## config.mk

```make
export PLATFORM = sky130hd
export DESIGN_NAME = mem_arbiter_flat
export DESIGN_NICKNAME = d
export VERILOG_FILES = /design/src/rtl/mem_arbiter_if.sv /design/src/rtl/mem_arbiter.sv /design/src/flat_wrapper.sv
export SDC_FILE = /design/constraint.sdc
export NUM_CORES = 1
export LEC_CHECK = 0
export CORE_MARGIN = 3
export CORE_UTILIZATION = 30
export CTS_BUF_LIST = sky130_fd_sc_hd__clkbuf_16
export DETAILED_ROUTE_END_ITERATION = 6
export DONT_BUFFER_PORTS = 1
export GPL_ROUTABILITY_DRIVEN = 0
export GPL_TIMING_DRIVEN = 0
export PLACE_DENSITY = 0.46
export SETUP_SLACK_MARGIN = 0.05
export SYNTH_ARGS = -nofsm -noshare
export SYNTH_HDL_FRONTEND = slang
export SYNTH_SLANG_ARGS = --single-unit
```

## constraint.sdc

```tcl
create_clock -name clk -period 1.74 [get_ports clk]
set_input_delay 0.348 -clock clk [delete_from_list [all_inputs] [get_ports clk]]
set_output_delay 0.348 -clock clk [all_outputs]
set_load 0.005 [all_outputs]
```

## src/rtl/mem_arbiter_if.sv

```systemverilog
// Bus bundle between the fetch port, the data port, the shared memory and
// the arbiter. The arbiter uses modport slave (it is the responder to both
// requesters and the driver of the memory side). A testbench or the
// surrounding system uses modport master.
//   i_*   : instruction-fetch read port (req/addr in, ack/rdata out)
//   d_*   : data read/write port (req/we/addr/wdata in, ack/rdata out)
//   mem_* : shared memory (req/we/addr/wdata out, rdata/ack in)
//   err   : timeout pulse, err_src selects the port (0=fetch, 1=data)
interface mem_arbiter_if #(
    parameter int unsigned AW = 32,
    parameter int unsigned DW = 32
);
    logic          i_req;
    logic [AW-1:0] i_addr;
    logic          i_ack;
    logic [DW-1:0] i_rdata;

    logic          d_req;
    logic          d_we;
    logic [AW-1:0] d_addr;
    logic [DW-1:0] d_wdata;
    logic          d_ack;
    logic [DW-1:0] d_rdata;

    logic          mem_req;
    logic          mem_we;
    logic [AW-1:0] mem_addr;
    logic [DW-1:0] mem_wdata;
    logic [DW-1:0] mem_rdata;
    logic          mem_ack;

    logic          err;
    logic          err_src;

    modport slave (
        input  i_req, i_addr, d_req, d_we, d_addr, d_wdata, mem_rdata, mem_ack,
        output i_ack, i_rdata, d_ack, d_rdata,
        output mem_req, mem_we, mem_addr, mem_wdata, err, err_src
    );

    modport master (
        output i_req, i_addr, d_req, d_we, d_addr, d_wdata, mem_rdata, mem_ack,
        input  i_ack, i_rdata, d_ack, d_rdata,
        input  mem_req, mem_we, mem_addr, mem_wdata, err, err_src
    );
endinterface

```

## src/rtl/mem_arbiter.sv

```systemverilog
// Two-port arbiter in front of a single memory. It takes a fetch port and a
// data port, with round-robin on ties, and runs one access at a time. Each
// grant aborts after TIMEOUT cycles without mem_ack. In that case it acks
// the port with zero data and pulses err.
// Ports: clk, rst_n (synchronous, active-low), bus (mem_arbiter_if.slave).
// All outputs are registered.
module mem_arbiter #(
    parameter int unsigned AW      = 32,
    parameter int unsigned DW      = 32,
    parameter int unsigned TIMEOUT = 15
) (
    input  logic          clk,
    input  logic          rst_n,
    mem_arbiter_if.slave  bus
);
    localparam int unsigned CW = 8;
    localparam logic [CW-1:0] CNT_LAST = CW'(TIMEOUT - 1);

    typedef enum logic [1:0] {IDLE, GRANT_I, GRANT_D} state_t;

    state_t        state_q, state_d;
    logic          last_d_q, last_d_d;    // 1: data port was granted last
    logic [CW-1:0] cnt_q, cnt_d;
    logic          mem_req_q, mem_req_d;
    logic          mem_we_q, mem_we_d;
    logic [AW-1:0] mem_addr_q, mem_addr_d;
    logic [DW-1:0] mem_wdata_q, mem_wdata_d;
    logic          i_ack_q, i_ack_d;
    logic          d_ack_q, d_ack_d;
    logic [DW-1:0] i_rdata_q, i_rdata_d;
    logic [DW-1:0] d_rdata_q, d_rdata_d;
    logic          err_q, err_d;
    logic          err_src_q, err_src_d;

    logic          i_elig_c, d_elig_c, done_c, abort_c;
    logic [DW-1:0] rdata_c;

    // Next-state and next-output logic
    always_comb begin
        state_d     = state_q;
        last_d_d    = last_d_q;
        cnt_d       = cnt_q;
        mem_req_d   = mem_req_q;
        mem_we_d    = mem_we_q;
        mem_addr_d  = mem_addr_q;
        mem_wdata_d = mem_wdata_q;
        i_ack_d     = 1'b0;
        d_ack_d     = 1'b0;
        i_rdata_d   = i_rdata_q;
        d_rdata_d   = d_rdata_q;
        err_d       = 1'b0;
        err_src_d   = err_src_q;

        // A port whose ack is showing this cycle has not yet seen it, so
        // its still-high req must not start a second access.
        i_elig_c = bus.i_req && !i_ack_q;
        d_elig_c = bus.d_req && !d_ack_q;
        done_c   = 1'b0;
        abort_c  = 1'b0;
        rdata_c  = '0;

        case (state_q)
            IDLE: begin
                if (d_elig_c && (!i_elig_c || !last_d_q)) begin
                    state_d     = GRANT_D;
                    cnt_d       = '0;
                    mem_req_d   = 1'b1;
                    mem_we_d    = bus.d_we;
                    mem_addr_d  = bus.d_addr;
                    mem_wdata_d = bus.d_wdata;
                end else if (i_elig_c) begin
                    state_d     = GRANT_I;
                    cnt_d       = '0;
                    mem_req_d   = 1'b1;
                    mem_we_d    = 1'b0;
                    mem_addr_d  = bus.i_addr;
                    mem_wdata_d = '0;
                end
            end
            GRANT_I, GRANT_D: begin
                if (bus.mem_ack) begin
                    done_c  = 1'b1;
                    rdata_c = mem_we_q ? '0 : bus.mem_rdata;
                end else if (cnt_q == CNT_LAST) begin
                    done_c  = 1'b1;
                    abort_c = 1'b1;
                    cnt_d   = cnt_q + CW'(1);
                end else begin
                    cnt_d   = cnt_q + CW'(1);
                end
            end
            default: state_d = IDLE;
        endcase

        // Common completion path for normal end and timeout
        if (done_c) begin
            state_d     = IDLE;
            mem_req_d   = 1'b0;
            mem_we_d    = 1'b0;
            mem_addr_d  = '0;
            mem_wdata_d = '0;
            last_d_d    = (state_q == GRANT_D);
            err_d       = abort_c;
            if (abort_c) begin
                err_src_d = (state_q == GRANT_D);
            end
            if (state_q == GRANT_D) begin
                d_ack_d   = 1'b1;
                d_rdata_d = rdata_c;
            end else begin
                i_ack_d   = 1'b1;
                i_rdata_d = rdata_c;
            end
        end
    end

    // State and output registers
    always_ff @(posedge clk) begin
        if (!rst_n) begin
            state_q     <= IDLE;
            last_d_q    <= 1'b0;
            cnt_q       <= '0;
            mem_req_q   <= 1'b0;
            mem_we_q    <= 1'b0;
            mem_addr_q  <= '0;
            mem_wdata_q <= '0;
            i_ack_q     <= 1'b0;
            d_ack_q     <= 1'b0;
            i_rdata_q   <= '0;
            d_rdata_q   <= '0;
            err_q       <= 1'b0;
            err_src_q   <= 1'b0;
        end else begin
            state_q     <= state_d;
            last_d_q    <= last_d_d;
            cnt_q       <= cnt_d;
            mem_req_q   <= mem_req_d;
            mem_we_q    <= mem_we_d;
            mem_addr_q  <= mem_addr_d;
            mem_wdata_q <= mem_wdata_d;
            i_ack_q     <= i_ack_d;
            d_ack_q     <= d_ack_d;
            i_rdata_q   <= i_rdata_d;
            d_rdata_q   <= d_rdata_d;
            err_q       <= err_d;
            err_src_q   <= err_src_d;
        end
    end

    assign bus.mem_req   = mem_req_q;
    assign bus.mem_we    = mem_we_q;
    assign bus.mem_addr  = mem_addr_q;
    assign bus.mem_wdata = mem_wdata_q;
    assign bus.i_ack     = i_ack_q;
    assign bus.i_rdata   = i_rdata_q;
    assign bus.d_ack     = d_ack_q;
    assign bus.d_rdata   = d_rdata_q;
    assign bus.err       = err_q;
    assign bus.err_src   = err_src_q;
endmodule

```

## src/flat_wrapper.sv

```systemverilog
// flat-port wrapper written by rule: the top's interface ports become plain ports
module mem_arbiter_flat 
#(
    parameter int unsigned AW      = 32,
    parameter int unsigned DW      = 32,
    parameter int unsigned TIMEOUT = 15
)
  (clk, rst_n, bus_i_req, bus_i_addr, bus_d_req, bus_d_we, bus_d_addr, bus_d_wdata, bus_mem_rdata, bus_mem_ack, bus_i_ack, bus_i_rdata, bus_d_ack, bus_d_rdata, bus_mem_req, bus_mem_we, bus_mem_addr, bus_mem_wdata, bus_err, bus_err_src);
  mem_arbiter_if #(.AW(AW), .DW(DW)) bus_i ();
  input  logic clk;
  input  logic rst_n;
  input wire logic [$bits(bus_i.i_req)-1:0] bus_i_req;
  input wire logic [$bits(bus_i.i_addr)-1:0] bus_i_addr;
  input wire logic [$bits(bus_i.d_req)-1:0] bus_d_req;
  input wire logic [$bits(bus_i.d_we)-1:0] bus_d_we;
  input wire logic [$bits(bus_i.d_addr)-1:0] bus_d_addr;
  input wire logic [$bits(bus_i.d_wdata)-1:0] bus_d_wdata;
  input wire logic [$bits(bus_i.mem_rdata)-1:0] bus_mem_rdata;
  input wire logic [$bits(bus_i.mem_ack)-1:0] bus_mem_ack;
  output wire logic [$bits(bus_i.i_ack)-1:0] bus_i_ack;
  output wire logic [$bits(bus_i.i_rdata)-1:0] bus_i_rdata;
  output wire logic [$bits(bus_i.d_ack)-1:0] bus_d_ack;
  output wire logic [$bits(bus_i.d_rdata)-1:0] bus_d_rdata;
  output wire logic [$bits(bus_i.mem_req)-1:0] bus_mem_req;
  output wire logic [$bits(bus_i.mem_we)-1:0] bus_mem_we;
  output wire logic [$bits(bus_i.mem_addr)-1:0] bus_mem_addr;
  output wire logic [$bits(bus_i.mem_wdata)-1:0] bus_mem_wdata;
  output wire logic [$bits(bus_i.err)-1:0] bus_err;
  output wire logic [$bits(bus_i.err_src)-1:0] bus_err_src;
  assign bus_i.i_req = bus_i_req;
  assign bus_i.i_addr = bus_i_addr;
  assign bus_i.d_req = bus_d_req;
  assign bus_i.d_we = bus_d_we;
  assign bus_i.d_addr = bus_d_addr;
  assign bus_i.d_wdata = bus_d_wdata;
  assign bus_i.mem_rdata = bus_mem_rdata;
  assign bus_i.mem_ack = bus_mem_ack;
  assign bus_i_ack = bus_i.i_ack;
  assign bus_i_rdata = bus_i.i_rdata;
  assign bus_d_ack = bus_i.d_ack;
  assign bus_d_rdata = bus_i.d_rdata;
  assign bus_mem_req = bus_i.mem_req;
  assign bus_mem_we = bus_i.mem_we;
  assign bus_mem_addr = bus_i.mem_addr;
  assign bus_mem_wdata = bus_i.mem_wdata;
  assign bus_err = bus_i.err;
  assign bus_err_src = bus_i.err_src;
  mem_arbiter #(.AW(AW), .DW(DW), .TIMEOUT(TIMEOUT)) u_core (.clk(clk), .rst_n(rst_n), .bus(bus_i));
endmodule
```

# Word-level counts from Yosys, hierarchy flattened
# Index checks and enable logic that the tools add are counted.
# W data, S select, Z words.
# op_classes
add_sub_neg	1
n_eq_ne	5
muxes	25
n_bitwise	3
n_reduce_logical	20
# op_table
op	count
$mux W32	7
$mux W8	3
$pmux W8 S2	1
$reduce_and A2 Y1	6
$mux W1	11
$add A8 B1 Y8 const B	1
$eq A8 B4 Y1 const B	1
$logic_not A1 Y1	4
$mux W2	2
$pmux W2 S2	1
$reduce_bool A2 Y1	2
$reduce_or A2 Y1	2
$logic_and A1 B1 Y1	3
$ne A3 B1 Y1 const B	1
$not A1 Y1	3
$reduce_and A3 Y1	1
$eq A2 B1 Y1 const B	1
$eq A2 B2 Y1 const B	1
$logic_not A2 Y1	1
$ne A2 B2 Y1 const B	1
$logic_or A1 B1 Y1	1
# totals
register_bits	145
input_bits	134
output_inout_bits	134
wordCells	67

# Depth between registers and ports, before layout
# Gate-level depths: netlist (run 1).
# logic_depth
depth_word	7
depth_mapped	8
mapped_depth_nobuf	6

# Worst setup path after synthesis (run 1)
# OpenSTA, ideal clock, no wires.
# synth_timing
kind	flip-flop to flip-flop
startpoint	reg u_core.state_q[1]
endpoint	reg u_core.i_rdata_q[0] (netlist: u_core.bus.i_rdata[0])
setup_ps	117
arrival_ps	1794
required_time_ps	1623
setup_slack_ps	-171
path_stages_with_launch	9
period_less_slack_ps	1911
path_cell_list	dfxtp_1 inv_1 ha_1 buf_2 nand4bb_1 o311ai_4 nand2_2 buf_2 a22o_1
# synth_between
elab_chain_cells	4
word_cells_on_any_way	7
classes_between	eq/ne (2); mux (2); bitwise (1); reduce/logical (2)
# synth_lines
item	line_no	text
start: declaration	mem_arbiter.sv:21	state_t state_q, state_d;
start signal: assignment	mem_arbiter.sv:134	state_q <= state_d;
$eq A2 B1 Y1 / $eq A2 B2 Y1 (equally long branches)	mem_arbiter.sv:62, mem_arbiter.sv:107	
$reduce_or A2 Y1	mem_arbiter.sv:62	case (state_q)
$mux W1	mem_arbiter.sv:62	
$reduce_and A2 Y1 (no source line)	--	
end signal: assignment	mem_arbiter.sv:143	i_rdata_q <= i_rdata_d;
end: declaration	mem_arbiter.sv:30	logic [DW-1:0] i_rdata_q, i_rdata_d;
# Several ways; a longest one is shown, not always the timed one.
# A chain may end at the register's enable or synchronous reset.

# Worst setup path after layout (run 1)
# layout_timing
startpoint	reg u_core.state_q[0]
endpoint	reg u_core.i_rdata_q[6] (netlist: u_core.bus.i_rdata[6])
# Same word-level chain as after synthesis.

==> impl_results.html, run 1 <==
<table>
<tr><th>Metric</th><th>Value</th></tr>
<tr><th colspan="2">Timing</th></tr>
<tr><td>Total of endpoints with negative setup slack in the final report</td><td>~130</td></tr>
<tr><td>Sum of negative setup slack</td><td>-10.90 ns</td></tr>
<tr><td>Maximum achievable frequency</td><td>roughly 540 MHz</td></tr>
<tr><td>Number of pins exceeding their max-slew limit in the final report</td><td>0</td></tr>
<tr><td>Worst Setup Slack, final</td><td>-0.120 ns</td></tr>
<tr><td>Post-route minimum period</td><td>about 1.9 ns</td></tr>
<tr><td>Worst slew pin tran</td><td>about 0.44 ns</td></tr>
<tr><td>Total count of hold-check failures in the final report</td><td>0</td></tr>
<tr><td>Setup skew after layout</td><td>0.0163 ns</td></tr>
<tr><td>Unrepaired setup endpoints after global routing</td><td>yes</td></tr>
<tr><td>Tightest slew margin relative to the limit</td><td>0.709</td></tr>
<tr><td>Part of the cycle the worst path needs</td><td>1.07</td></tr>
<tr><th colspan="2">Setup path</th></tr>
<tr><td>Cell at the slowest stage of the critical path</td><td>sky130_fd_sc_hd__dfxtp_2</td></tr>
<tr><td>Max incr delay on CP</td><td>between 0.3 and 0.4 ns</td></tr>
<tr><td>Buffers and inverters on the worst path</td><td>3</td></tr>
<tr><td>Req. time, crit path</td><td>2.05 ns</td></tr>
<tr><td>Kind of cell adding the most delay to the critical path</td><td>compound AO/OA/AOI/OAI gates</td></tr>
<tr><td>Startpoint type of the worst setup path</td><td>flip-flop</td></tr>
<tr><td>Cell count along the critical path</td><td>8</td></tr>
<tr><td>Classification of the worst setup path</td><td>reg -&gt; reg</td></tr>
<tr><td>R2r worst-path depth</td><td>8</td></tr>
<tr><td>Category of the worst setup path capture point</td><td>flip-flop</td></tr>
<tr><td>Maximum fanout count along the critical path</td><td>8</td></tr>
<tr><td>Data arrival time of the worst path</td><td>2.17 ns</td></tr>
<tr><td>Critical path, cell by cell</td><td>inv_2, ha_4, nand4bb_4, o311ai_4, buf_12, nand2_8, buf_6, a22o_1</td></tr>
<tr><th colspan="2">Pwr</th></tr>
<tr><td>Total internal power</td><td>around 7.7 mW</td></tr>
<tr><td>Clock power frac</td><td>0.294</td></tr>
<tr><td>Combinational share of power</td><td>0.322</td></tr>
<tr><td>VDD IR max</td><td>between 0.6 and 0.7 mV</td></tr>
<tr><td>Leakage power summed over all cells</td><td>2.81 nW</td></tr>
<tr><td>Cell Pwr Density</td><td>roughly 1600 mW/mm²</td></tr>
<tr><td>Sw Ratio</td><td>0.354</td></tr>
<tr><td>Total chip power</td><td>between 10 and 15 mW</td></tr>
<tr><td>Net Switching</td><td>4.20 mW</td></tr>
<tr><td>Power share of the sequential group</td><td>0.384</td></tr>
<tr><th colspan="2">Floorplanning</th></tr>
<tr><td>Number of I/O pins</td><td>about 270</td></tr>
<tr><td>Area enclosed by the die boundary</td><td>between 0.015 and 0.02 mm²</td></tr>
<tr><td>Horizontal die dimension</td><td>between 100 and 150 µm</td></tr>
<tr><td>Die span in y</td><td>between 100 and 150 µm</td></tr>
<tr><td>Number of placement rows</td><td>47</td></tr>
<tr><td>Initial Utilization</td><td>0.312</td></tr>
<tr><td>Area of the core</td><td>0.0168 mm²</td></tr>
<tr><th colspan="2">CTS</th></tr>
<tr><td>Clock tree from TritonCTS</td><td>built</td></tr>
<tr><td>Clk_lat worst skew</td><td>0.43 ns</td></tr>
<tr><td>Buffer levels on the longest clock path</td><td>2</td></tr>
<tr><td>Hold bufs inserted after CTS</td><td>0</td></tr>
<tr><td>Root buffer selected by CTS</td><td>sky130_fd_sc_hd__clkbuf_16</td></tr>
<tr><td>Max H-tree Level</td><td>4</td></tr>
<tr><td>Clock transition at the registers of the reported paths</td><td>about 0.07 ns</td></tr>
<tr><td>Cts bufs inserted</td><td>17</td></tr>
<tr><td>Clk sink count</td><td>145</td></tr>
<tr><th colspan="2">Routing</th></tr>
<tr><td>Residual DRC</td><td>0</td></tr>
<tr><td>Total wire length</td><td>roughly 17000 µm</td></tr>
<tr><td>Via count of the routed design</td><td>4140</td></tr>
<tr><td>Antenna violation net count after detailed routing</td><td>0</td></tr>
<tr><td>Via density per instance</td><td>5.34</td></tr>
<tr><td>Number of DRC markers after the initial detailed-route iteration</td><td>around 220</td></tr>
<tr><td>Length of the first detailed-routing pass in iterations</td><td>4</td></tr>
<tr><td>WL per Instance</td><td>~22 µm</td></tr>
<tr><th colspan="2">Place</th></tr>
<tr><td>Port Buffer Count</td><td>0</td></tr>
<tr><td>Half-perimeter wire length after detailed placement</td><td>approximately 12000 µm</td></tr>
<tr><td>Worst slack, placed</td><td>-0.587 ns</td></tr>
<tr><th colspan="2">Finish</th></tr>
<tr><td>Most common cell after layout, fill and taps aside</td><td>sky130_fd_sc_hd__dfxtp_1</td></tr>
<tr><td>Final #Nets</td><td>~680</td></tr>
<tr><td>Layout cells sized above 1</td><td>0.336</td></tr>
<tr><td>Commonest cells after routing, fill and taps aside</td><td>sky130_fd_sc_hd__dfxtp_1, sky130_fd_sc_hd__a22o_1, sky130_fd_sc_hd__nor2_1</td></tr>
<tr><td>Core occupancy in the finished layout</td><td>0.433</td></tr>
<tr><td>Post-synthesis to final-layout area growth</td><td>38.7%</td></tr>
<tr><td>Number of antenna cells inserted</td><td>0</td></tr>
<tr><td>Fill cells</td><td>1617</td></tr>
<tr><th colspan="2">Synthesis</th></tr>
<tr><td>Leading area contributor after synthesis</td><td>sky130_fd_sc_hd__dfxtp_1</td></tr>
<tr><td>Area share of the largest cell type after synthesis</td><td>0.553</td></tr>
<tr><td>Main synth FF type</td><td>sky130_fd_sc_hd__dfxtp_1</td></tr>
<tr><td>Number of enable-type register cells in the synthesized netlist</td><td>0</td></tr>
<tr><td>Part of the Yosys area used for sequential elements</td><td>0.553</td></tr>
<tr><td>Largest cells by area after synthesis</td><td>sky130_fd_sc_hd__dfxtp_1, sky130_fd_sc_hd__a22o_1, sky130_fd_sc_hd__mux2i_1</td></tr>
<tr><td>Async set-or-reset flop fraction in the synthesized netlist</td><td>0</td></tr>
<tr><td>Count of state elements after synthesis</td><td>145</td></tr>
<tr><td>Cell variety after synth</td><td>44</td></tr>
<tr><td>Post-synthesis area per instance</td><td>between 10 and 15 µm²</td></tr>
<tr><td>Post-synthesis net count</td><td>between 600 and 700</td></tr>
<tr><td>Yosys warns</td><td>0</td></tr>
<tr><td>Post-synthesis cell count</td><td>around 490</td></tr>
<tr><td>Synthesized area</td><td>between 0.005 and 0.006 mm²</td></tr>
<tr><th colspan="2">Worst hold path</th></tr>
<tr><td>Cells on Worst Hold Path</td><td>1</td></tr>
<tr><td>Hold/Removal Path Class</td><td>in -&gt; reg</td></tr>
<tr><th colspan="2">Outcome</th></tr>
<tr><td>Failing checks</td><td>setup timing</td></tr>
<tr><td>Outcome</td><td>finished, violations left</td></tr>
<tr><th colspan="2">Global route</th></tr>
<tr><td>Global router's overall resource usage</td><td>0.169</td></tr>
<tr><td>Number of global-route vias before repair</td><td>~4300</td></tr>
<tr><td>Wire length of the first global-routing pass</td><td>around 26000 µm</td></tr>
<tr><td>Overflow left after global routing</td><td>0</td></tr>
<tr><td>Pin count of the biggest net entering global routing</td><td>17</td></tr>
<tr><td>Antenna violations before repair</td><td>0</td></tr>
<tr><th colspan="2">Job</th></tr>
<tr><td>Number of violations of the max-capacitance limit</td><td>0</td></tr>
</table>
==> through the flow <==
stage | instance area [µm²] | std cells | hold slack, ns
after floorplan | 5290 | 493 | 0.452
after global placement | 5570 | 713 | 0.479
after detailed placement | 5570 | 713 | 0.478
after CTS | 6770 | 762 | 0.0265
after global routing | 7270 | 776 | 0.0218
final | 7270 | 776 | 0.0471
==> worst paths after layout <==
check	slack, ns	startpoint	endpoint
hold / removal	0.05	bus_mem_rdata[11]	u_core.bus.d_rdata[11]
hold reg to reg	0.50	u_core.cnt_q[4]	u_core.cnt_q[4]
setup reg to reg	-0.12	u_core.state_q[0]	u_core.bus.i_rdata[6]
setup / recovery	-0.12	u_core.state_q[0]	u_core.bus.i_rdata[6]
==> metal layers <==
| layer | up-vias | track usage | share of wire |
|---|---|---|---|
| met5 | - | 0 | 0 |
| met4 | 0 | 0.0593 | 0.016 |
| met3 | 19 | 0.0767 | 0.091 |
| met2 | 186 | 0.275 | 0.49 |
| met1 | 2001 | 0.199 | 0.40 |
| li1 | 1934 | - | - |
==> power groups by stage <==
| stage | sequential, mW | combinational, mW | clock (mW) |
|---|---|---|---|
| 2_1_floorplan | 4.41 | 1.72 | 0 |
| 3_3_place_gp | 4.63 | 2.17 | 0 |
| 3_5_place_dp | 4.63 | 2.26 | 0 |
| 4_1_cts | 4.57 | 3.18 | 3.57 |
| 5_1_grt | 4.63 | 4.15 | 3.73 |
| 6_report | 4.56 | 3.83 | 3.49 |
==> cell usage after synthesis (all sizes together), types with 2 or more instances <==
library cell / n
a211oi: 33
a21boi: 2
a21oi: 7
a22o: 64
a22oi: 33
buf: 25
clkbuf: 15
dfxtp: 145
ha: 5
inv: 5
mux2i: 32
nand2: 9
nand2b: 2
nand3: 3
nand3b: 2
nand4: 2
nor2: 73
nor2b: 2
nor4: 2
o21ai: 7
o31a: 2
o31ai: 4
or3: 3
==> sequential cells by signal, summed over array words and instances, names as in the netlist <==
signal and count:
u_core.last_d_q 1, u_core.bus.mem_we 1, u_core.bus.i_rdata 32, u_core.bus.err_src 1
u_core.bus.mem_wdata 32, u_core.bus.err 1, u_core.bus.d_rdata 32, u_core.state_q 2
u_core.bus.i_ack 1, u_core.bus.d_ack 1, u_core.cnt_q 8, u_core.bus.mem_req 1
u_core.bus.mem_addr 32
==> area by class of cell <==
cell class              instances  area [µm²]  share of cell area
plain buffers                  39         423              0.0581
well taps                     220         275              0.0378
repair buffers                 32         482              0.0662
clock buffers                  17         425              0.0585
inverters                       5        22.5             0.00310
clock inverters                15         144              0.0198
flip-flops and latches        145        2910               0.400
multi-input cells             303        2590               0.357
==> kinds of logic after synthesis <==
group,count (synthesis),share of synthesized area
buf+inv,45,0.0401
mux,32,0.0611
fa+ha+maj,5,0.0119
flops,145,0.553
simple gates,105,0.0883
xor+xnor,1,0.00167
compound gates,160,0.244
==> worst reg2reg max path: cells and delay by family (launching register included) <==
family | cells | cell delay, ns
compound gates | 2 | 0.49
fa+ha+maj | 1 | 0.30
buf+inv | 3 | 0.40
flops | 1 | 0.33
simple gates | 2 | 0.23
==> timing repair <==
| item | 4_1_cts | 5_1_grt |
|---|---|---|
| setup endpoints to repair | 139 | 141 |
| pin swaps | 7 | 30 |
| hold endpoints to repair | 0 | 0 |
| setup buffers | 13 | 11 |
| gates resized for setup | 105 | 81 |
| gates cloned | 4 | 5 |
No activity file was read; power rests on OpenSTA's default activity.
==> run 2, diff against run 1 <==
- CORE_ASPECT_RATIO: default -> 1.75
- TNS_END_PERCENT: default -> 5
==> impl_results.html, run 2 (same netlist as run 1, synthesis figures left out) <==
<table>
<tr><th>Metric</th><th>Value</th></tr>
<tr><th colspan="2">Outcome</th></tr>
<tr><td>Outcome</td><td>finished, violations left</td></tr>
<tr><td>Failing checks</td><td>setup timing</td></tr>
<tr><th colspan="2">Setup path</th></tr>
<tr><td>Critical register-to-register path endpoint</td><td>u_core.bus.i_rdata[18]</td></tr>
<tr><td>R2r worst-path depth</td><td>8</td></tr>
<tr><td>Data arrival time of the worst path</td><td>around 2.2 ns</td></tr>
<tr><td>Startpoint type of the worst setup path</td><td>flip-flop</td></tr>
<tr><td>Startpoint of the worst-slack reg-to-reg timing path</td><td>u_core.state_q[0]</td></tr>
<tr><td>Maximum fanout count along the critical path</td><td>8</td></tr>
<tr><td>Category of the worst setup path capture point</td><td>flip-flop</td></tr>
<tr><td>Internal reg-to-reg setup slack</td><td>-0.14 ns</td></tr>
<tr><td>Req. time, crit path</td><td>about 2.1 ns</td></tr>
<tr><td>Classification of the worst setup path</td><td>reg -&gt; reg</td></tr>
<tr><th colspan="2">Timing</th></tr>
<tr><td>Part of the cycle the worst path needs</td><td>1.08</td></tr>
<tr><td>Worst Setup Slack, final</td><td>-0.140 ns</td></tr>
<tr><td>Unrepaired setup endpoints after global routing</td><td>yes</td></tr>
<tr><td>Total count of hold-check failures in the final report</td><td>0</td></tr>
<tr><td>Tightest slew margin relative to the limit</td><td>0.666</td></tr>
<tr><td>Post-route minimum period</td><td>1.88 ns</td></tr>
<tr><td>Setup skew after layout</td><td>between 0.008 and 0.009 ns</td></tr>
<tr><td>Total of endpoints with negative setup slack in the final report</td><td>between 90 and 100</td></tr>
<tr><td>Worst slew pin tran</td><td>~0.5 ns</td></tr>
<tr><td>Maximum achievable frequency</td><td>~530 MHz</td></tr>
<tr><td>Number of pins exceeding their max-slew limit in the final report</td><td>0</td></tr>
<tr><th colspan="2">Routing</th></tr>
<tr><td>Antenna violation net count after detailed routing</td><td>0</td></tr>
<tr><td>Number of DRC markers after the initial detailed-route iteration</td><td>176</td></tr>
<tr><td>Total wire length</td><td>between 15000 and 20000 µm</td></tr>
<tr><td>Residual DRC</td><td>0</td></tr>
<tr><td>Via density per instance</td><td>5.28</td></tr>
<tr><td>Length of the first detailed-routing pass in iterations</td><td>4</td></tr>
<tr><td>WL per Instance</td><td>20.5 µm</td></tr>
<tr><td>Via count of the routed design</td><td>4052</td></tr>
<tr><th colspan="2">Global route</th></tr>
<tr><td>Overflow left after global routing</td><td>0</td></tr>
<tr><td>Antenna violations before repair</td><td>0</td></tr>
<tr><td>Number of global-route vias before repair</td><td>about 4300</td></tr>
<tr><td>Global router's overall resource usage</td><td>0.163</td></tr>
<tr><td>Wire length of the first global-routing pass</td><td>around 24000 µm</td></tr>
<tr><td>Pin count of the biggest net entering global routing</td><td>17</td></tr>
<tr><th colspan="2">Finish</th></tr>
<tr><td>Most common cell after layout, fill and taps aside</td><td>sky130_fd_sc_hd__dfxtp_1</td></tr>
<tr><td>Final #Nets</td><td>around 670</td></tr>
<tr><td>Commonest cells after routing, fill and taps aside</td><td>sky130_fd_sc_hd__dfxtp_1, sky130_fd_sc_hd__nor2_1, sky130_fd_sc_hd__a22o_1</td></tr>
<tr><td>Layout cells sized above 1</td><td>0.180</td></tr>
<tr><td>Post-synthesis to final-layout area growth</td><td>24.4%</td></tr>
<tr><td>Number of antenna cells inserted</td><td>0</td></tr>
<tr><td>Fill cells</td><td>1740</td></tr>
<tr><td>Post-route non-filler standard cell count</td><td>767</td></tr>
<tr><th colspan="2">Floorplanning</th></tr>
<tr><td>Die span in y</td><td>181 µm</td></tr>
<tr><td>Number of I/O pins</td><td>approximately 270</td></tr>
<tr><td>Number of placement rows</td><td>63</td></tr>
<tr><td>Initial Utilization</td><td>0.308</td></tr>
<tr><td>Area of the core</td><td>~0.017 mm²</td></tr>
<tr><td>Area enclosed by the die boundary</td><td>0.0192 mm²</td></tr>
<tr><td>Horizontal die dimension</td><td>~110 µm</td></tr>
<tr><th colspan="2">CTS</th></tr>
<tr><td>Clock tree from TritonCTS</td><td>built</td></tr>
<tr><td>Clk_lat worst skew</td><td>slightly above 0.4 ns</td></tr>
<tr><td>Clk sink count</td><td>145</td></tr>
<tr><td>Clock transition at the registers of the reported paths</td><td>~0.06 ns</td></tr>
<tr><td>Cts bufs inserted</td><td>17</td></tr>
<tr><td>Buffer levels on the longest clock path</td><td>2</td></tr>
<tr><td>Root buffer selected by CTS</td><td>sky130_fd_sc_hd__clkbuf_16</td></tr>
<tr><td>Max H-tree Level</td><td>4</td></tr>
<tr><td>Hold bufs inserted after CTS</td><td>0</td></tr>
<tr><th colspan="2">Job</th></tr>
<tr><td>Number of violations of the max-capacitance limit</td><td>0</td></tr>
<tr><th colspan="2">Place</th></tr>
<tr><td>Total placed cells including tap cells</td><td>720</td></tr>
<tr><td>Port Buffer Count</td><td>0</td></tr>
<tr><td>Half-perimeter wire length after detailed placement</td><td>~12000 µm</td></tr>
<tr><td>Worst slack, placed</td><td>-0.490 ns</td></tr>
<tr><th colspan="2">Pwr</th></tr>
<tr><td>Cell Pwr Density</td><td>between 1500 and 2000 mW/mm²</td></tr>
<tr><td>VDD IR max</td><td>roughly 0.79 mV</td></tr>
<tr><td>Leakage power summed over all cells</td><td>~2.6 nW</td></tr>
<tr><th colspan="2">Worst hold path</th></tr>
<tr><td>Hold/Removal Path Class</td><td>in -&gt; reg</td></tr>
<tr><td>Hold endpoint</td><td>u_core.bus.d_rdata[4]</td></tr>
<tr><td>Critical hold path startpoint</td><td>bus_mem_rdata[4]</td></tr>
<tr><td>Cells on Worst Hold Path</td><td>1</td></tr>
</table>
[run 2: worst max-delay path by stage]
| stage | start | endpoint | depth (start not counted) |
|---|---|---|---|
| 5_1_grt | u_core.state_q[0] | u_core.bus.i_rdata[18] | 8 |
| 2_1_floorplan | u_core.state_q[1] | u_core.bus.i_rdata[0] | 8 |
| 3_5_place_dp | u_core.state_q[1] | u_core.bus.d_rdata[6] | 8 |
| 6_report | u_core.state_q[0] | u_core.bus.i_rdata[18] | 8 |
| 4_1_cts | u_core.state_q[0] | u_core.bus.i_rdata[18] | 9 |
| 3_3_place_gp | u_core.state_q[0] | u_core.bus.d_rdata[11] | 8 |
[run 2: final cells by class]
type                            count  area (µm²)  area share
Clock buffer                       17         425      0.0652
Sequential cell                   145        2910       0.445
Timing Repair Buffer               16         176      0.0270
Clock inverter                     15         144      0.0220
Tap cell                          227         284      0.0435
Multi-Input combinational cell    303        2220       0.340
Buffer                             39         355      0.0544
Inverter                            5        18.8     0.00288
[run 2: timing repair]
item / 4_1_cts / 5_1_grt
pin swaps: 18 / 3
gates resized for setup: 64 / 18
setup buffers: 11 / 1
endpoints found under the setup margin: 139 / 141
gates cloned: 3 / 1
[run 2: layer usage]
| layer | share of wire | wire [µm] | global-route usage | vias to the layer above |
|---|---|---|---|---|
| met1 | 0.34 | 5410 | 0.159 | 1936 |
| met3 | 0.10 | 1650 | 0.0758 | 15 |
| met2 | 0.54 | 8430 | 0.296 | 205 |
| met4 | 0.015 | 236 | 0.0581 | 0 |
| met5 | 0 | 0 | 0 | - |
| li1 | - | - | - | 1896 |
[run 2: worst max-delay path, stage by stage, from the launching register on]
cell and delay [ns]:
sky130_fd_sc_hd__dfxtp_2 0.34, sky130_fd_sc_hd__inv_2 0.05, sky130_fd_sc_hd__ha_4 0.29, sky130_fd_sc_hd__nand4bb_4 0.13, sky130_fd_sc_hd__o311ai_4 0.30, sky130_fd_sc_hd__buf_6 0.18
sky130_fd_sc_hd__nand2_8 0.10, sky130_fd_sc_hd__clkbuf_16 0.19, sky130_fd_sc_hd__a22o_1 0.17
[run 2: per-stage QoR]
step	instance area [µm²]	power, mW	hold slack (ns)	setup TNS, ns	utilization
global placement	5570	6.79	0.483	-54.79	0.327
detailed placement	5570	6.85	0.484	-58.91	0.327
floorplan	5290	6.12	0.452	-8.72	-
finish	6530	10.7	0.0639	-7.83	0.383
CTS	6460	10.8	0.0363	-8.71	0.379
global route	6530	11.4	0.0337	-21.69	0.383
[run 2: report_power, final]
group	internal, mW	switching, mW
Sequential	3.97	0.564
Combinational	1.17	1.51
Clock	2.10	1.42
==> run 3, diff against run 2 <==
- PLACE_DENSITY: 0.46 -> 0.55
==> impl_results.html, run 3 (same netlist as run 1, synthesis figures left out) <==
<table>
<tr><th>Metric</th><th>Value</th></tr>
<tr><th colspan="2">Outcome</th></tr>
<tr><td>Outcome</td><td>finished, violations left</td></tr>
<tr><td>Failing checks</td><td>setup timing</td></tr>
<tr><th colspan="2">Setup path</th></tr>
<tr><td>Startpoint of the worst-slack reg-to-reg timing path</td><td>u_core.state_q[0]</td></tr>
<tr><td>Startpoint type of the worst setup path</td><td>flip-flop</td></tr>
<tr><td>Maximum fanout count along the critical path</td><td>7</td></tr>
<tr><td>Category of the worst setup path capture point</td><td>flip-flop</td></tr>
<tr><td>R2r worst-path depth</td><td>8</td></tr>
<tr><td>Internal reg-to-reg setup slack</td><td>-0.13 ns</td></tr>
<tr><td>Crit path launch</td><td>u_core.state_q[0]</td></tr>
<tr><td>Classification of the worst setup path</td><td>reg -&gt; reg</td></tr>
<tr><td>Req. time, crit path</td><td>2.05 ns</td></tr>
<tr><td>Timing endpoint of the critical path</td><td>u_core.bus.i_rdata[22]</td></tr>
<tr><td>Data arrival time of the worst path</td><td>roughly 2.2 ns</td></tr>
<tr><td>Critical register-to-register path endpoint</td><td>u_core.bus.i_rdata[22]</td></tr>
<tr><th colspan="2">Global route</th></tr>
<tr><td>Wire length of the first global-routing pass</td><td>between 20000 and 25000 µm</td></tr>
<tr><td>Antenna violations before repair</td><td>0</td></tr>
<tr><td>Global router's overall resource usage</td><td>0.164</td></tr>
<tr><td>Number of global-route vias before repair</td><td>around 4400</td></tr>
<tr><td>Pin count of the biggest net entering global routing</td><td>17</td></tr>
<tr><td>Overflow left after global routing</td><td>0</td></tr>
<tr><th colspan="2">Floorplanning</th></tr>
<tr><td>Number of I/O pins</td><td>268</td></tr>
<tr><td>Area of the core</td><td>around 0.017 mm²</td></tr>
<tr><td>Initial Utilization</td><td>0.308</td></tr>
<tr><td>Number of placement rows</td><td>63</td></tr>
<tr><td>Die span in y</td><td>about 180 µm</td></tr>
<tr><td>Area enclosed by the die boundary</td><td>roughly 0.019 mm²</td></tr>
<tr><td>Horizontal die dimension</td><td>around 110 µm</td></tr>
<tr><th colspan="2">Routing</th></tr>
<tr><td>Via count of the routed design</td><td>~4200</td></tr>
<tr><td>Length of the first detailed-routing pass in iterations</td><td>4</td></tr>
<tr><td>WL per Instance</td><td>between 20 and 25 µm</td></tr>
<tr><td>Number of DRC markers after the initial detailed-route iteration</td><td>about 210</td></tr>
<tr><td>Via density per instance</td><td>5.45</td></tr>
<tr><td>Antenna violation net count after detailed routing</td><td>0</td></tr>
<tr><td>Total wire length</td><td>around 16000 µm</td></tr>
<tr><td>Residual DRC</td><td>0</td></tr>
<tr><th colspan="2">CTS</th></tr>
<tr><td>Clk sink count</td><td>between 100 and 150</td></tr>
<tr><td>Buffer levels on the longest clock path</td><td>2</td></tr>
<tr><td>Hold bufs inserted after CTS</td><td>0</td></tr>
<tr><td>Clk_lat worst skew</td><td>~0.41 ns</td></tr>
<tr><td>Cts bufs inserted</td><td>17</td></tr>
<tr><td>Root buffer selected by CTS</td><td>sky130_fd_sc_hd__clkbuf_16</td></tr>
<tr><td>Max H-tree Level</td><td>4</td></tr>
<tr><td>Clock tree from TritonCTS</td><td>built</td></tr>
<tr><td>Clock transition at the registers of the reported paths</td><td>~0.06 ns</td></tr>
<tr><th colspan="2">Worst hold path</th></tr>
<tr><td>Hold/Removal Path Class</td><td>in -&gt; reg</td></tr>
<tr><th colspan="2">Place</th></tr>
<tr><td>Half-perimeter wire length after detailed placement</td><td>approximately 12000 µm</td></tr>
<tr><td>Port Buffer Count</td><td>0</td></tr>
<tr><th colspan="2">Pwr</th></tr>
<tr><td>Cell Pwr Density</td><td>between 1500 and 2000 mW/mm²</td></tr>
<tr><td>Combinational share of power</td><td>0.264</td></tr>
<tr><td>Power share of the sequential group</td><td>0.402</td></tr>
<tr><td>Net Switching</td><td>between 3 and 4 mW</td></tr>
<tr><td>VDD IR max</td><td>0.733 mV</td></tr>
<tr><td>Clock power frac</td><td>0.334</td></tr>
<tr><td>Total internal power</td><td>between 7 and 8 mW</td></tr>
<tr><td>Sw Ratio</td><td>0.321</td></tr>
<tr><td>Leakage power summed over all cells</td><td>between 2 and 3 nW</td></tr>
<tr><th colspan="2">Finish</th></tr>
<tr><td>Most common cell after layout, fill and taps aside</td><td>sky130_fd_sc_hd__dfxtp_1</td></tr>
<tr><td>Final #Nets</td><td>668</td></tr>
<tr><td>Post-synthesis to final-layout area growth</td><td>28.5%</td></tr>
<tr><td>Commonest cells after routing, fill and taps aside</td><td>sky130_fd_sc_hd__dfxtp_1, sky130_fd_sc_hd__nor2_1, sky130_fd_sc_hd__a22o_1</td></tr>
<tr><td>Number of antenna cells inserted</td><td>0</td></tr>
<tr><td>Core occupancy in the finished layout</td><td>0.396</td></tr>
<tr><td>Layout cells sized above 1</td><td>0.224</td></tr>
<tr><td>Fill cells</td><td>about 1700</td></tr>
<tr><th colspan="2">Timing</th></tr>
<tr><td>Part of the cycle the worst path needs</td><td>1.07</td></tr>
<tr><td>Setup skew after layout</td><td>~0.0094 ns</td></tr>
<tr><td>Worst slew pin tran</td><td>about 0.5 ns</td></tr>
<tr><td>Maximum achievable frequency</td><td>between 500 and 600 MHz</td></tr>
<tr><td>Post-route minimum period</td><td>between 1.5 and 2 ns</td></tr>
<tr><td>Sum of negative setup slack</td><td>-7.39 ns</td></tr>
<tr><td>Worst hold-check slack</td><td>0.0611 ns</td></tr>
<tr><td>Unrepaired setup endpoints after global routing</td><td>yes</td></tr>
<tr><td>Total count of hold-check failures in the final report</td><td>0</td></tr>
<tr><td>Worst Setup Slack, final</td><td>-0.130 ns</td></tr>
<tr><td>Total of endpoints with negative setup slack in the final report</td><td>89</td></tr>
<tr><td>Tightest slew margin relative to the limit</td><td>0.659</td></tr>
<tr><td>Number of pins exceeding their max-slew limit in the final report</td><td>0</td></tr>
<tr><th colspan="2">Job</th></tr>
<tr><td>Number of violations of the max-capacitance limit</td><td>0</td></tr>
</table>
==> run 3: critical path, stage by stage, from the launching register on <==
cell and delay [ns]:
sky130_fd_sc_hd__dfxtp_2 0.34, sky130_fd_sc_hd__inv_2 0.05, sky130_fd_sc_hd__ha_4 0.29, sky130_fd_sc_hd__nand4bb_4 0.14, sky130_fd_sc_hd__o311ai_4 0.32, sky130_fd_sc_hd__buf_6 0.19
sky130_fd_sc_hd__nand2_8 0.09, sky130_fd_sc_hd__clkbuf_16 0.18, sky130_fd_sc_hd__a22o_1 0.17
==> run 3: power groups by stage <==
stage	registers, mW	clock network, mW	logic, mW
after floorplan	4.41	0	1.71
after global placement	4.60	0	2.17
after detailed placement	4.60	0	2.26
after CTS	4.54	3.87	2.68
after global routing	4.61	4.00	3.28
final	4.54	3.78	2.99
==> run 3: worst min path at each step <==
stage	depth (start not counted)	start	to
global placement	1	bus_mem_rdata[30]	u_core.bus.d_rdata[30]
detailed placement	1	bus_mem_rdata[27]	u_core.bus.i_rdata[27]
floorplan	2	u_core.bus.err_src	u_core.bus.err_src
global route	1	bus_mem_rdata[19]	u_core.bus.i_rdata[19]
CTS	1	bus_mem_rdata[7]	u_core.bus.i_rdata[7]
finish	1	bus_mem_rdata[7]	u_core.bus.i_rdata[7]
==> run 3: metrics by stage <==
stage | instance area, µm² | std cells | power (mW) | worst slack, ns
final | 6740 | 768 | 11.3 | -0.130
after CTS | 6520 | 763 | 11.1 | -0.147
after global placement | 5570 | 720 | 6.77 | -0.505
after global routing | 6740 | 768 | 11.9 | -0.212
after floorplan | 5290 | 493 | 6.12 | -0.103
after detailed placement | 5570 | 720 | 6.87 | -0.543
==> run 3: layer usage <==
metal,GRT usage,share of wire
met5,0,0
met1,0.150,0.34
met4,0.0783,0.030
met2,0.302,0.53
met3,0.0740,0.10
==> run 3: timing repair <==
item / CTS / global route
buffers inserted: 9 / 4
endpoints found under the setup margin: 139 / 139
resized for setup: 72 / 48
pin swaps: 14 / 4
cloned: 3 / 2
==> run 3: cell type report <==
type	instances	area, µm²	share of cell area
Buffer	39	392	0.0581
Clock buffer	17	425	0.0631
Clock inverter	14	186	0.0277
Inverter	5	18.8	0.00279
Multi-Input combinational cell	303	2330	0.345
Sequential cell	145	2910	0.432
Tap cell	227	284	0.0422
Timing Repair Buffer	18	196	0.0292
